[src/rtl/csla_pipe_pkg.sv]
// Shared helpers and types for the pipelined carry-select adder/subtractor.
package csla_pipe_pkg;

    typedef struct packed {
        logic valid;
        logic carry;
        logic ovf;
    } csla_ctl_t;

    function automatic int csla_nblk(input int w, input int b);
        return (b > 0) ? w / b : 0;
    endfunction

    function automatic int csla_bps(input int nblk, input int s);
        return (s > 0) ? (nblk + s - 1) / s : 1;
    endfunction

endpackage

[src/rtl/csla_pipe_if.sv]
// Operand/result handshake bundle for csla_pipe.
interface csla_pipe_if #(parameter int WIDTH = 16);

    logic             in_valid;
    logic             in_ready;
    logic [WIDTH-1:0] a;
    logic [WIDTH-1:0] b;
    logic             cin;
    logic             sub;
    logic             out_valid;
    logic             out_ready;
    logic [WIDTH-1:0] sum;
    logic             cout;
    logic             ovf;

    modport mst (
        output in_valid, a, b, cin, sub, out_ready,
        input  in_ready, out_valid, sum, cout, ovf
    );

    modport slv (
        input  in_valid, a, b, cin, sub, out_ready,
        output in_ready, out_valid, sum, cout, ovf
    );

endinterface

[src/rtl/csla_pipe_block.sv]
// One carry-select block: both ripple sums precomputed, incoming carry picks one.
module csla_block #(
    parameter int BLK = 4
) (
    input  logic [BLK-1:0] a,
    input  logic [BLK-1:0] b,
    input  logic           ci,
    output logic [BLK-1:0] s,
    output logic           co
);

    logic [BLK-1:0] s0;
    logic [BLK-1:0] s1;
    logic           co0;
    logic           co1;

    always_comb begin
        logic r0;
        logic r1;
        r0 = 1'b0;
        r1 = 1'b1;
        s0 = '0;
        s1 = '0;
        for (int i = 0; i < BLK; i++) begin
            s0[i] = a[i] ^ b[i] ^ r0;
            s1[i] = a[i] ^ b[i] ^ r1;
            r0    = (a[i] & b[i]) | ((a[i] ^ b[i]) & r0);
            r1    = (a[i] & b[i]) | ((a[i] ^ b[i]) & r1);
        end
        co0 = r0;
        co1 = r1;
    end

    assign s  = ci ? s1 : s0;
    assign co = ci ? co1 : co0;

endmodule

[src/rtl/csla_pipe.sv]
// Pipelined carry-select adder/subtractor: blocks split across STAGES register ranks,
// operands skewed forward with the partial sum, valid/ready on both sides.
module csla_pipe
    import csla_pipe_pkg::*;
#(
    parameter int WIDTH  = 16,
    parameter int BLK    = 4,
    parameter int STAGES = 2
) (
    input logic      clk,
    input logic      rst_n,
    csla_pipe_if.slv bus
);

    localparam int NBLK = csla_nblk(WIDTH, BLK);
    localparam int BPS  = csla_bps(NBLK, STAGES);

    if (BLK < 1 || WIDTH < BLK || (WIDTH % BLK) != 0 || STAGES < 1 || STAGES > NBLK) begin : g_bad_cfg
        $error("csla_pipe: illegal WIDTH/BLK/STAGES combination");
    end

    logic                              adv;
    logic [STAGES-1:0][WIDTH-1:0]      stg_a;
    logic [STAGES-1:0][WIDTH-1:0]      stg_b;
    logic [STAGES-1:0][WIDTH-1:0]      stg_sum_i;
    logic [STAGES-1:0][WIDTH-1:0]      stg_sum_o;
    csla_ctl_t [STAGES-1:0]            stg_ctl_i;
    csla_ctl_t [STAGES-1:0]            stg_ctl_o;
    logic [STAGES-1:0][WIDTH-1:0]      rank_a;
    logic [STAGES-1:0][WIDTH-1:0]      rank_b;
    logic [STAGES-1:0][WIDTH-1:0]      rank_sum;
    csla_ctl_t [STAGES-1:0]            rank_ctl;

    // The whole pipe moves as one: any empty or drained output slot lets every rank shift.
    assign adv           = bus.out_ready | ~rank_ctl[STAGES-1].valid;
    assign bus.in_ready  = adv;
    assign bus.out_valid = rank_ctl[STAGES-1].valid;
    assign bus.sum       = rank_sum[STAGES-1];
    assign bus.cout      = rank_ctl[STAGES-1].carry;
    assign bus.ovf       = rank_ctl[STAGES-1].ovf;

    for (genvar s = 0; s < STAGES; s++) begin : g_stage
        localparam int LO = s * BPS;
        localparam int HI = (((s + 1) * BPS < NBLK) ? (s + 1) * BPS : NBLK) - 1;

        logic [NBLK-1:0]  co;
        logic [WIDTH-1:0] sum_o;

        if (s == 0) begin : g_first
            assign stg_a[0]     = bus.a;
            assign stg_b[0]     = bus.sub ? ~bus.b : bus.b;
            assign stg_sum_i[0] = '0;
            assign stg_ctl_i[0] = '{valid: bus.in_valid, carry: bus.sub | bus.cin, ovf: 1'b0};
        end else begin : g_next
            assign stg_a[s]     = rank_a[s-1];
            assign stg_b[s]     = rank_b[s-1];
            assign stg_sum_i[s] = rank_sum[s-1];
            assign stg_ctl_i[s] = rank_ctl[s-1];
        end

        for (genvar k = 0; k < NBLK; k++) begin : g_blk
            if (k >= LO && k <= HI) begin : g_own
                logic ci;
                if (k == LO) begin : g_head
                    assign ci = stg_ctl_i[s].carry;
                end else begin : g_chain
                    assign ci = co[k-1];
                end
                csla_block #(.BLK(BLK)) u_blk (
                    .a  (stg_a[s][k*BLK +: BLK]),
                    .b  (stg_b[s][k*BLK +: BLK]),
                    .ci (ci),
                    .s  (sum_o[k*BLK +: BLK]),
                    .co (co[k])
                );
            end else begin : g_pass
                assign sum_o[k*BLK +: BLK] = stg_sum_i[s][k*BLK +: BLK];
                assign co[k]               = 1'b0;
            end
        end

        assign stg_sum_o[s] = sum_o;

        // Carry into the MSB is recovered from its sum bit, so ovf needs no extra tap.
        if (LO <= HI) begin : g_ctl
            assign stg_ctl_o[s] = '{
                valid: stg_ctl_i[s].valid,
                carry: co[HI],
                ovf:   (HI == NBLK - 1)
                       ? (co[NBLK-1] ^ sum_o[WIDTH-1] ^ stg_a[s][WIDTH-1] ^ stg_b[s][WIDTH-1])
                       : stg_ctl_i[s].ovf
            };
        end else begin : g_empty
            assign stg_ctl_o[s] = stg_ctl_i[s];
        end
    end

    always_ff @(posedge clk or negedge rst_n) begin
        if (!rst_n) begin
            rank_a   <= '0;
            rank_b   <= '0;
            rank_sum <= '0;
            rank_ctl <= '0;
        end else if (adv) begin
            rank_a   <= stg_a;
            rank_b   <= stg_b;
            rank_sum <= stg_sum_o;
            rank_ctl <= stg_ctl_o;
        end
    end

endmodule

[src/flat_wrapper.sv]
// flat-port wrapper written by rule: the top's interface ports become plain ports
module csla_pipe_flat import csla_pipe_pkg::*;
#(
    parameter int WIDTH  = 16,
    parameter int BLK    = 4,
    parameter int STAGES = 2
)
  (clk, rst_n, bus_in_valid, bus_a, bus_b, bus_cin, bus_sub, bus_out_ready, bus_in_ready, bus_out_valid, bus_sum, bus_cout, bus_ovf);
  csla_pipe_if #(.WIDTH(WIDTH)) bus_i ();
  input logic clk;
  input logic rst_n;
  input wire logic [$bits(bus_i.in_valid)-1:0] bus_in_valid;
  input wire logic [$bits(bus_i.a)-1:0] bus_a;
  input wire logic [$bits(bus_i.b)-1:0] bus_b;
  input wire logic [$bits(bus_i.cin)-1:0] bus_cin;
  input wire logic [$bits(bus_i.sub)-1:0] bus_sub;
  input wire logic [$bits(bus_i.out_ready)-1:0] bus_out_ready;
  output wire logic [$bits(bus_i.in_ready)-1:0] bus_in_ready;
  output wire logic [$bits(bus_i.out_valid)-1:0] bus_out_valid;
  output wire logic [$bits(bus_i.sum)-1:0] bus_sum;
  output wire logic [$bits(bus_i.cout)-1:0] bus_cout;
  output wire logic [$bits(bus_i.ovf)-1:0] bus_ovf;
  assign bus_i.in_valid = bus_in_valid;
  assign bus_i.a = bus_a;
  assign bus_i.b = bus_b;
  assign bus_i.cin = bus_cin;
  assign bus_i.sub = bus_sub;
  assign bus_i.out_ready = bus_out_ready;
  assign bus_in_ready = bus_i.in_ready;
  assign bus_out_valid = bus_i.out_valid;
  assign bus_sum = bus_i.sum;
  assign bus_cout = bus_i.cout;
  assign bus_ovf = bus_i.ovf;
  csla_pipe #(.WIDTH(WIDTH), .BLK(BLK), .STAGES(STAGES)) u_core (.clk(clk), .rst_n(rst_n), .bus(bus_i));
endmodule
[config.mk]
export PLATFORM = sky130hd
export DESIGN_NAME = csla_pipe_flat
export DESIGN_NICKNAME = d
export VERILOG_FILES = /design/src/rtl/csla_pipe_pkg.sv /design/src/rtl/csla_pipe_if.sv /design/src/rtl/csla_pipe_block.sv /design/src/rtl/csla_pipe.sv /design/src/flat_wrapper.sv
export SDC_FILE = /design/constraint.sdc
export NUM_CORES = 1
export LEC_CHECK = 0
export ABC_CLOCK_PERIOD_IN_PS = 3900
export CAP_MARGIN = 10
export CORE_ASPECT_RATIO = 0.8
export CORE_MARGIN = 2
export CORE_UTILIZATION = 45
export CTS_CLUSTER_SIZE = 8
export DETAILED_ROUTE_END_ITERATION = 8
export PLACE_DENSITY_LB_ADDON = 0.1
export SYNTH_ARGS = -nofsm -noshare
export SYNTH_HDL_FRONTEND = slang
export SYNTH_SLANG_ARGS = --single-unit
[constraint.sdc]
create_clock -name clk -period 3.9 [get_ports clk]
set_input_delay 0.39 -clock clk [delete_from_list [all_inputs] [get_ports clk]]
set_output_delay 0.39 -clock clk [all_outputs]
set_load 0.02 [all_outputs]
==> out/summary.txt <==
Chip width = 87.44 um
Placed cells = 294
I/O Buffers = 57
GRT overflow = 0
Slew margin rel. = 0.3388
Crit path launch type = input port
Max-slew violation count = 0
Initial Utilization = 0.4637
Combinational family with the most area after synthesis = multiplexers
Worst EP required = 4.08 ns
First-pass DRT Iterations = 3
Hold Slack = 0.2566 ns
Mapped cell area = 0.002506 mm2
Sequential share of power = 0.413
Number of diodes = 0
Fmax = 0.2689 GHz
Dpl ws = -0.5695 ns
Post-Synth Adder-Cell Area = 0.1438
Final Critical Period = 3.719 ns
Yosys top cell by area = dfrtp_1
Synthesized area per cell = 14.40 um2
Root Driver = clkbuf_8
Internal power = 1.139 mW
Area Growth Syn to Fin = 27.91%
Die ar. = 0.006186 mm2
Kind of critical path = input port to register
Cell Count, Final, Fillers Out = 302
Max VDD drop = 0.2630 mV
Final Util = 0.5931
Post-CTS Setup Repair Bufs = 0
Critical path fanouts, max = 3
IO Pins = 58
Max-cap violations = 0
Worst min path class = input port to async pin
Status = completed
Syn Nets = 233
Core area = 0.005405 mm2
Overall routing resource usage = 0.1682
Comb pwr share = 0.421
Unique masters post-synth = 23
Critical path arrival = 3.90 ns
Post-Route WL = 4.584 mm
Yosys reg bits = 45
Period utilisation layout = 0.9536
Layout cells sized above 1 = 0.2743
Layout Skew = 0.006062 ns
Setup crit end kind = register
Hpwl dp = 3.294 mm
Setup ws final = 0.1810 ns
Num rows = 24
Post-synthesis mux area share = 0.2067
First-pass GRT wire length = 7.983 mm
Compound-Gate Fraction of Synth Area = 0.02846
DRC viols = 0
Placed inst area = 0.003100 mm2
Cells after Synth = 174
Number of global-route vias before repair = 1710
Largest net degree at the start of global routing = 46
WL per Instance = 15.18 um
Xor and xnor fraction of the mapped netlist area = 0.06990
Switching fraction of total power = 0.3231
Vias per std cell = 4.864
Fin Setup TNS = 0 ns
DR vias = 1469
Final Wtd Congestion = 0.7426
Synth Area in Simple Gates = 0.03645
Final setup violation count = 0
Initial antenna violation count = 0
Hold Fails Final Rpt = 0
Cts hold-fix bufs = 0
Total power = 1.682 mW
Sequential area share after synthesis = 0.4493
Ys Warns = 0
Longest Clk Path Bufs = 2
CTS buffer count = 5
Clock network power share = 0.165
Worst-Margin Slew = 0.9918 ns
Number of antenna-violating nets in the routed design = 0
CTS H-tree lvls = 2
CTS tree = done
Leak pwr = 1.469 nW
Worst-path clk slew = 0.08 ns
Cell Pwr Density = 524.7 mW/mm2
NetSw = 0.5433 mW
Final Cell Area = 0.003206 mm2
Synth area leaders = dfrtp_1 (45%), mux2_4 (17%), fa_1 (10%)
Synth top area share = 0.4493
Final nets = 295
Clock latency on the worst-skew pair = 0.29 ns
Initial DRC count = 55
CTS sink count = 45
Die height = 70.75 um
[synthesized netlist by cell type]
cell type	number
dfrtp_1	45
mux2_4	28
inv_1	17
fa_1	13
xnor2_1	10
xor2_1	10
a21oi_1	9
ha_1	8
mux2_2	6
nor3b_1	6
buf_4	3
mux2i_1	3
nor2_1	3
buf_12	2
buf_6	2
o21ai_0	2
a31o_2	1
and3b_1	1
buf_8	1
nand2b_1	1
nand2b_4	1
o31ai_1	1
or3_1	1
[timing repair]
action                     in CTS  in global routing
pin swaps                       8                  2
setup endpoints to repair       2                  2
resized for setup              19                  3
[cells in the final DEF (no fill, tap or decap), types with 5 or more instances in the layout]
cell,n
mux2_2,6
clkbuf_8,5
fa_1,6
ha_1,8
fa_2,7
inv_1,15
clkdlybuf4s50_1,53
buf_4,6
xnor2_1,10
mux2_4,28
a21oi_1,8
dfrtp_1,45
xor2_1,9
nor3b_1,6
[layout make-up]
type                    count  area, um2
inverters                  17      63.81
clock buffers               6      72.57
repair buffers             63      599.3
clock inverters             2      10.01
multi-input cells         104       1252
flip-flops and latches     45       1126
well taps                  65      81.33
fillers                   432       2200
[registers in the layout, summed over array words and instances, names as in the netlist]
| signal | cells |
|---|---|
| u_core.bus.cout | 1 |
| u_core.bus.out_valid | 1 |
| u_core.bus.ovf | 1 |
| u_core.bus.sum | 16 |
| u_core.g_stage.g_blk.g_own.ci | 1 |
| u_core.g_stage.sum_o | 8 |
| u_core.rank_a | 8 |
| u_core.rank_b | 8 |
| u_core.rank_ctl | 1 |
[critical path, stage by stage]
cell and delay [ns]:
clkdlybuf4s50_1 0.45, o21ai_1 0.16, o31ai_2 0.10, fa_2 0.36, fa_2 0.36, fa_2 0.40
nor2_2 0.12, a21oi_2 0.05, fa_2 0.40, fa_2 0.39, inv_2 0.06, fa_1 0.38
mux2_4 0.27
[logic make-up (layout without fill, tap and decap cells)]
family,Yosys count,after routing
buffers and inverters,25,88
AO/OA/AOI/OAI,13,13
flip-flops,45,45
XOR/XNOR,20,20
adder cells (fa/ha/maj),21,21
multiplexers,37,37
AND/OR/NAND/NOR,13,13
[power by group through the flow]
stage                     Combinational (mW)  Clock [mW]  Sequential [mW]
after floorplan                        0.335           0            0.791
after global placement                 0.692           0            0.697
after detailed placement               0.707           0            0.704
after CTS                              0.719       0.289            0.697
after global routing                   0.778       0.310            0.715
final                                  0.709       0.278            0.695
[path summary, 6_finish.rpt]
kind | start | end | slack [ns] | cells past startpoint
worst min-delay path | rst_n | u_core.g_stage[1].sum_o[3] | 0.26 | 1
worst max register to register | u_core.rank_a[8] | u_core.bus.sum[15] | 0.21 | 13
max in group asynchronous | rst_n | u_core.rank_a[9] | 3.03 | 1
worst max-delay path | bus_cin | u_core.g_stage[1].sum_o[7] | 0.18 | 13
worst min register to register | u_core.rank_ctl[2] | u_core.bus.out_valid | 0.47 | 1
min in group clk | u_core.rank_ctl[2] | u_core.bus.out_valid | 0.47 | 1
[per-layer routing]
layer  track usage  part of all wire  up-vias
met3       0.03851             0.036        5
met1        0.2180              0.44      751
met5             0                 0        -
met2        0.2870              0.51       28
met4       0.04103            0.0094        0
li1              -                 -      685
No activity file was read; power rests on OpenSTA's default activity.
